## src/rtl/button_debouncer.sv

```systemverilog
// Two-flop synchronised, counter-timed push-button debouncer with registered level and settling flag.
// Optional BUTTON_PRESS_COUNT_EN adds an 8-bit wrapping count of committed presses (PressCount).
module button_debouncer #(
    parameter int unsigned STABLE_COUNT = 250000,
    parameter int unsigned CNT_W        = 18
) (
    input  logic       CLOCK,
    input  logic       Reset,
    input  logic       ButtonIn,
    output logic       DebouncedOut,
    output logic       Settling
`ifdef BUTTON_PRESS_COUNT_EN
    ,
    output logic [7:0] PressCount
`endif
);

    typedef enum logic [1:0] {
        IDLE_LOW    = 2'b00,
        CHECK_HIGH  = 2'b01,
        STABLE_HIGH = 2'b10,
        CHECK_LOW   = 2'b11
    } state_t;

    localparam logic [CNT_W-1:0] STABLE_LIMIT = CNT_W'(STABLE_COUNT);
    localparam logic [CNT_W-1:0] CNT_ONE      = CNT_W'(1);

    logic             sync1_q;
    logic             sync2_q;
    state_t           state_q;
    state_t           state_d;
    logic [CNT_W-1:0] count_q;
    logic [CNT_W-1:0] count_d;
    logic             debounced_q;
    logic             debounced_d;
    logic             settling_q;
    logic             settling_d;

    // Next-state and counter; a reversal of sync2 mid-check returns to the committed level.
    always_comb begin
        state_d = state_q;
        count_d = count_q;
        case (state_q)
            IDLE_LOW: begin
                if (sync2_q) begin
                    state_d = CHECK_HIGH;
                    count_d = CNT_ONE;
                end else begin
                    count_d = '0;
                end
            end
            CHECK_HIGH: begin
                if (!sync2_q) begin
                    state_d = IDLE_LOW;
                    count_d = '0;
                end else if (count_q == STABLE_LIMIT) begin
                    state_d = STABLE_HIGH;
                    count_d = '0;
                end else begin
                    count_d = count_q + CNT_ONE;
                end
            end
            STABLE_HIGH: begin
                if (!sync2_q) begin
                    state_d = CHECK_LOW;
                    count_d = CNT_ONE;
                end else begin
                    count_d = '0;
                end
            end
            CHECK_LOW: begin
                if (sync2_q) begin
                    state_d = STABLE_HIGH;
                    count_d = '0;
                end else if (count_q == STABLE_LIMIT) begin
                    state_d = IDLE_LOW;
                    count_d = '0;
                end else begin
                    count_d = count_q + CNT_ONE;
                end
            end
            default: begin
                state_d = IDLE_LOW;
                count_d = '0;
            end
        endcase
        debounced_d = (state_d == STABLE_HIGH) || (state_d == CHECK_LOW);
        settling_d  = (state_d == CHECK_HIGH) || (state_d == CHECK_LOW);
    end

    // Synchroniser, FSM state, counter and registered outputs.
    always_ff @(posedge CLOCK or negedge Reset) begin
        if (!Reset) begin
            sync1_q     <= 1'b0;
            sync2_q     <= 1'b0;
            state_q     <= IDLE_LOW;
            count_q     <= '0;
            debounced_q <= 1'b0;
            settling_q  <= 1'b0;
        end else begin
            sync1_q     <= ButtonIn;
            sync2_q     <= sync1_q;
            state_q     <= state_d;
            count_q     <= count_d;
            debounced_q <= debounced_d;
            settling_q  <= settling_d;
        end
    end

    assign DebouncedOut = debounced_q;
    assign Settling     = settling_q;

`ifdef BUTTON_PRESS_COUNT_EN
    logic       press_inc_s;
    logic [7:0] press_count_q;
    logic [7:0] press_count_d;

    // A press counts on the same edge the debounced level rises; 8-bit wrap is intended.
    always_comb begin
        press_inc_s = (state_q == CHECK_HIGH) && (state_d == STABLE_HIGH);
        if (press_inc_s) begin
            press_count_d = press_count_q + 8'd1;
        end else begin
            press_count_d = press_count_q;
        end
    end

    // Press counter register.
    always_ff @(posedge CLOCK or negedge Reset) begin
        if (!Reset) begin
            press_count_q <= 8'd0;
        end else begin
            press_count_q <= press_count_d;
        end
    end

    assign PressCount = press_count_q;
`endif

endmodule

```

## config.mk

```make
export PLATFORM = sky130hd
export DESIGN_NAME = button_debouncer
export DESIGN_NICKNAME = d
export VERILOG_FILES = /design/src/rtl/button_debouncer.sv
export SDC_FILE = /design/constraint.sdc
export NUM_CORES = 1
export LEC_CHECK = 0
export BUFFER_PORTS_ARGS = -buffer_cell sky130_fd_sc_hd__buf_4
export CAP_MARGIN = 20
export CORE_AREA = 2 2 53 45
export DETAILED_ROUTE_END_ITERATION = 6
export DIE_AREA = 0 0 55 47
export GPL_ROUTABILITY_DRIVEN = 0
export GPL_TIMING_DRIVEN = 0
export PLACE_DENSITY_LB_ADDON = 0.25
export RECOVER_POWER = 50
export SKIP_LAST_GASP = 1
export SLEW_MARGIN = 5
export SYNTH_ARGS = -nofsm -noshare
export SYNTH_HDL_FRONTEND = slang
export SYNTH_SLANG_ARGS = --single-unit
```

## constraint.sdc

```tcl
create_clock -name CLOCK -period 3.1 [get_ports CLOCK]
set_input_delay 0 -clock CLOCK [delete_from_list [all_inputs] [get_ports CLOCK]]
set_output_delay 0 -clock CLOCK [all_outputs]
set_load 0.02 [all_outputs]
```

==> results.yml <==
floorplan:
  ios: 5
  die-area_mm2: 0.002585
  core_mm2: 0.002064
  initial_core_util_pct: 56.06
  row_count: 15
  fp.dieH_um: 47
  die_x_um: 55
place:
  io_buffers: 4
  place_ws_ns: 1.295
  place.detailed.hpwl_mm: 1.425
  dp.cells: 139
routing:
  postRouteWirelength_mm: 1.979
  drt-initial-drc-count: 7
  vias_per_cell: 5.676
  drt-pass1-iter-count: 4
  drc_errors: 0
  num_vias: 823
  antenna_left: 0
  post_drt_wl_per_cell_um: 13.65
critical_path:
  critPathLaunchType: "flip-flop"
  cp.required_ns: 3.31
  startpoint: "count_q[6]"
  path_cells: "buf_2 -> nor4b_2 -> nand4b_1 -> o211ai_2 -> buf_6 -> nor2_1"
  criticalPathCategory: "flip-flop to flip-flop"
  cpPeakStageDelay_ns: 0.44
  timing.rr.start: "count_q[6]"
  r2r_slack_ns: 1.30
  cp-end-kind: "flip-flop"
  worstPathArrival_ns: 2.01
  path_max_fanout: 10
  cp_slowest_cell: "o211ai_2"
clock_network:
  worstSkewPairLatency_ns: 0.31
  cts_tree: "done"
  max-clock-path-buffers: 2
  postCtsSetupBuffers: 0
  h-tree-depth: 1
  hold_buffers: 2
  cts_buffers: 3
  root_buffer: "clkbuf_4"
  clock-sinks: 23
  clk_pin_slew_ns: 0.11
  cts_resized: 0
synthesis:
  synth_area_leaders: "dfrtp_1 50%, xor2_1 7.6%, nor2_1 5.8%"
  ys_seq_area_share_pct: 49.73
  ys_warn_count: 0
  netlist_area_mm2: 0.001157
  synth_fp_nets: 115
  synth_seq_cells: 23
  synth_area_leader_cell: "dfrtp_1"
  post_synth.cell_area_avg_um2: 10.52
  yosys.area.top_type_share_pct: 49.73
  ys_types: 27
  synthCells: 110
final_layout:
  final_util_pct: 61.09
  stdcell_count: 145
  nNetsFinal: 126
  drive_gt1_share_pct: 14.17
  n_antenna_cell: 0
  fillerInstances: 184
  layout_commonest_cell: "dfrtp_1"
  syn_to_final_growth_pct: 8.973
  most-common-layout-cells: "23 x dfrtp_1, 18 x nor2_1, 10 x xor2_1"
  regArea_um2: 575.6
  multi_input_area_um2: 528.0
sta:
  final.min_clock_period_ns: 1.803
  rsz0062_at_grt: "no"
  final-hold-violation-count: 0
  clock_skew_ns: 0.007032
  fin_crit_sh_pct: 58.17
  setup_slack_ns: 1.297
  slew_headroom_pct: 19.22
  max_freq_mhz: 554.5
  worst_slew_pin_slew_ns: 1.212
  fin_tns_setup_ns: 0
  setup_viol: 0
  final_max_slew_viol_count: 0
worst_hold_path:
  hold_start: "ButtonIn"
  hp-class: "primary input to flip-flop"
global_route:
  grt_pass1_wl_mm: 3.436
  grt.busiest_layer: "met2"
  use_met3_pct: 6.688
  grt_max_degree: 24
  grt_pass1_vias: 773
  grtUsageTotal_pct: 19.23
  antenna_found_initial: 0
  grt_use_met2_pct: 29.29
  grt-ovfl-total: 0
  grtUsageMet1_pct: 25.66
job:
  maxCapViolCount: 0
pwr:
  leakagePower_uw: 0.0005386
  vdd_drop_max_mv: 0.3472
  powerDensity_mw_per_mm2: 373.3
status:
  status: "complete, no violations"
## routing by layer
metal	vias up	wire length (um)
met5	-	0
met4	0	26
met3	4	85
met2	16	887
met1	395	980
li1	408	-
## cell families (layout without fill, tap and decap cells)
kind of cell	count (synthesis)	count (layout)	share of synthesized area, %
buffers and inverters	9	19	4.649
DFF	23	23	49.73
adders and majority gates	2	2	2.162
xor gates and xnor gates	16	16	12.11
AOI/OAI and AO/OA	6	6	4.649
and+or+nand+nor	53	53	25.73
muxes	1	1	0.9729
## cell usage after synthesis
cell	instances
nor4b_2	1
nor2_1	18
and2_2	1
nor4_1	2
mux2_2	1
buf_4	1
ha_1	2
a21oi_2	1
and3_1	2
nand3_1	5
and4_1	4
xnor2_1	6
nand4_1	9
inv_1	5
nand2_1	4
nand4b_1	1
xor2_1	10
buf_6	2
o31a_1	2
buf_2	1
o211ai_2	1
a21boi_0	1
nand2_4	1
o31ai_1	1
nor3_1	4
or4_4	1
dfrtp_1	23
## stage by stage
step           hold slack (ns)  power (uW)  instance area [um2]
6_report                0.3545       470.8                 1261
3_5_place_dp          -0.09162       338.9                 1219
4_1_cts                0.09689       478.7                 1265
3_3_place_gp          -0.09639       338.1                 1219
5_1_grt                 0.3361       493.6                 1261
2_1_floorplan          -0.2956       326.3                 1157
## report_power, final
part / switching [uW] / internal, uW
clock network: 87.1 / 50.3
logic: 16.4 / 9.40
registers: 3.39 / 304
## area by class of cell
type	count	area share (%)
flip-flops and latches	23	45.63
multi-input cells	78	41.87
repair buffers	6	3.671
plain buffers	4	2.778
well taps	25	2.480
clock buffers	4	2.083
inverters	5	1.488
## worst max-delay path: cells and delay by family (launching register included)
kind / cells / cell delay, ns
AO/OA/AOI/OAI: 1 / 0.44
flip-flops: 1 / 0.38
buffers and inverters: 2 / 0.36
AND/OR/NAND/NOR: 3 / 0.52
## flip-flops by register name, summed over array words and instances, names as in the netlist
register,count
state_q,1
DebouncedOut,1
Settling,1
sync1_q,1
count_q,18
sync2_q,1
## final timing paths
| path | cells after the start | to |
|---|---|---|
| max | 6 | count_q[9] |
| max reg2reg | 6 | count_q[9] |
| min in group asynchronous | 2 | count_q[3] |
| max in group asynchronous | 2 | DebouncedOut |
| min reg2reg | 0 | sync2_q |
| min | 2 | sync1_q |
No activity file was read; power rests on OpenSTA's default activity.
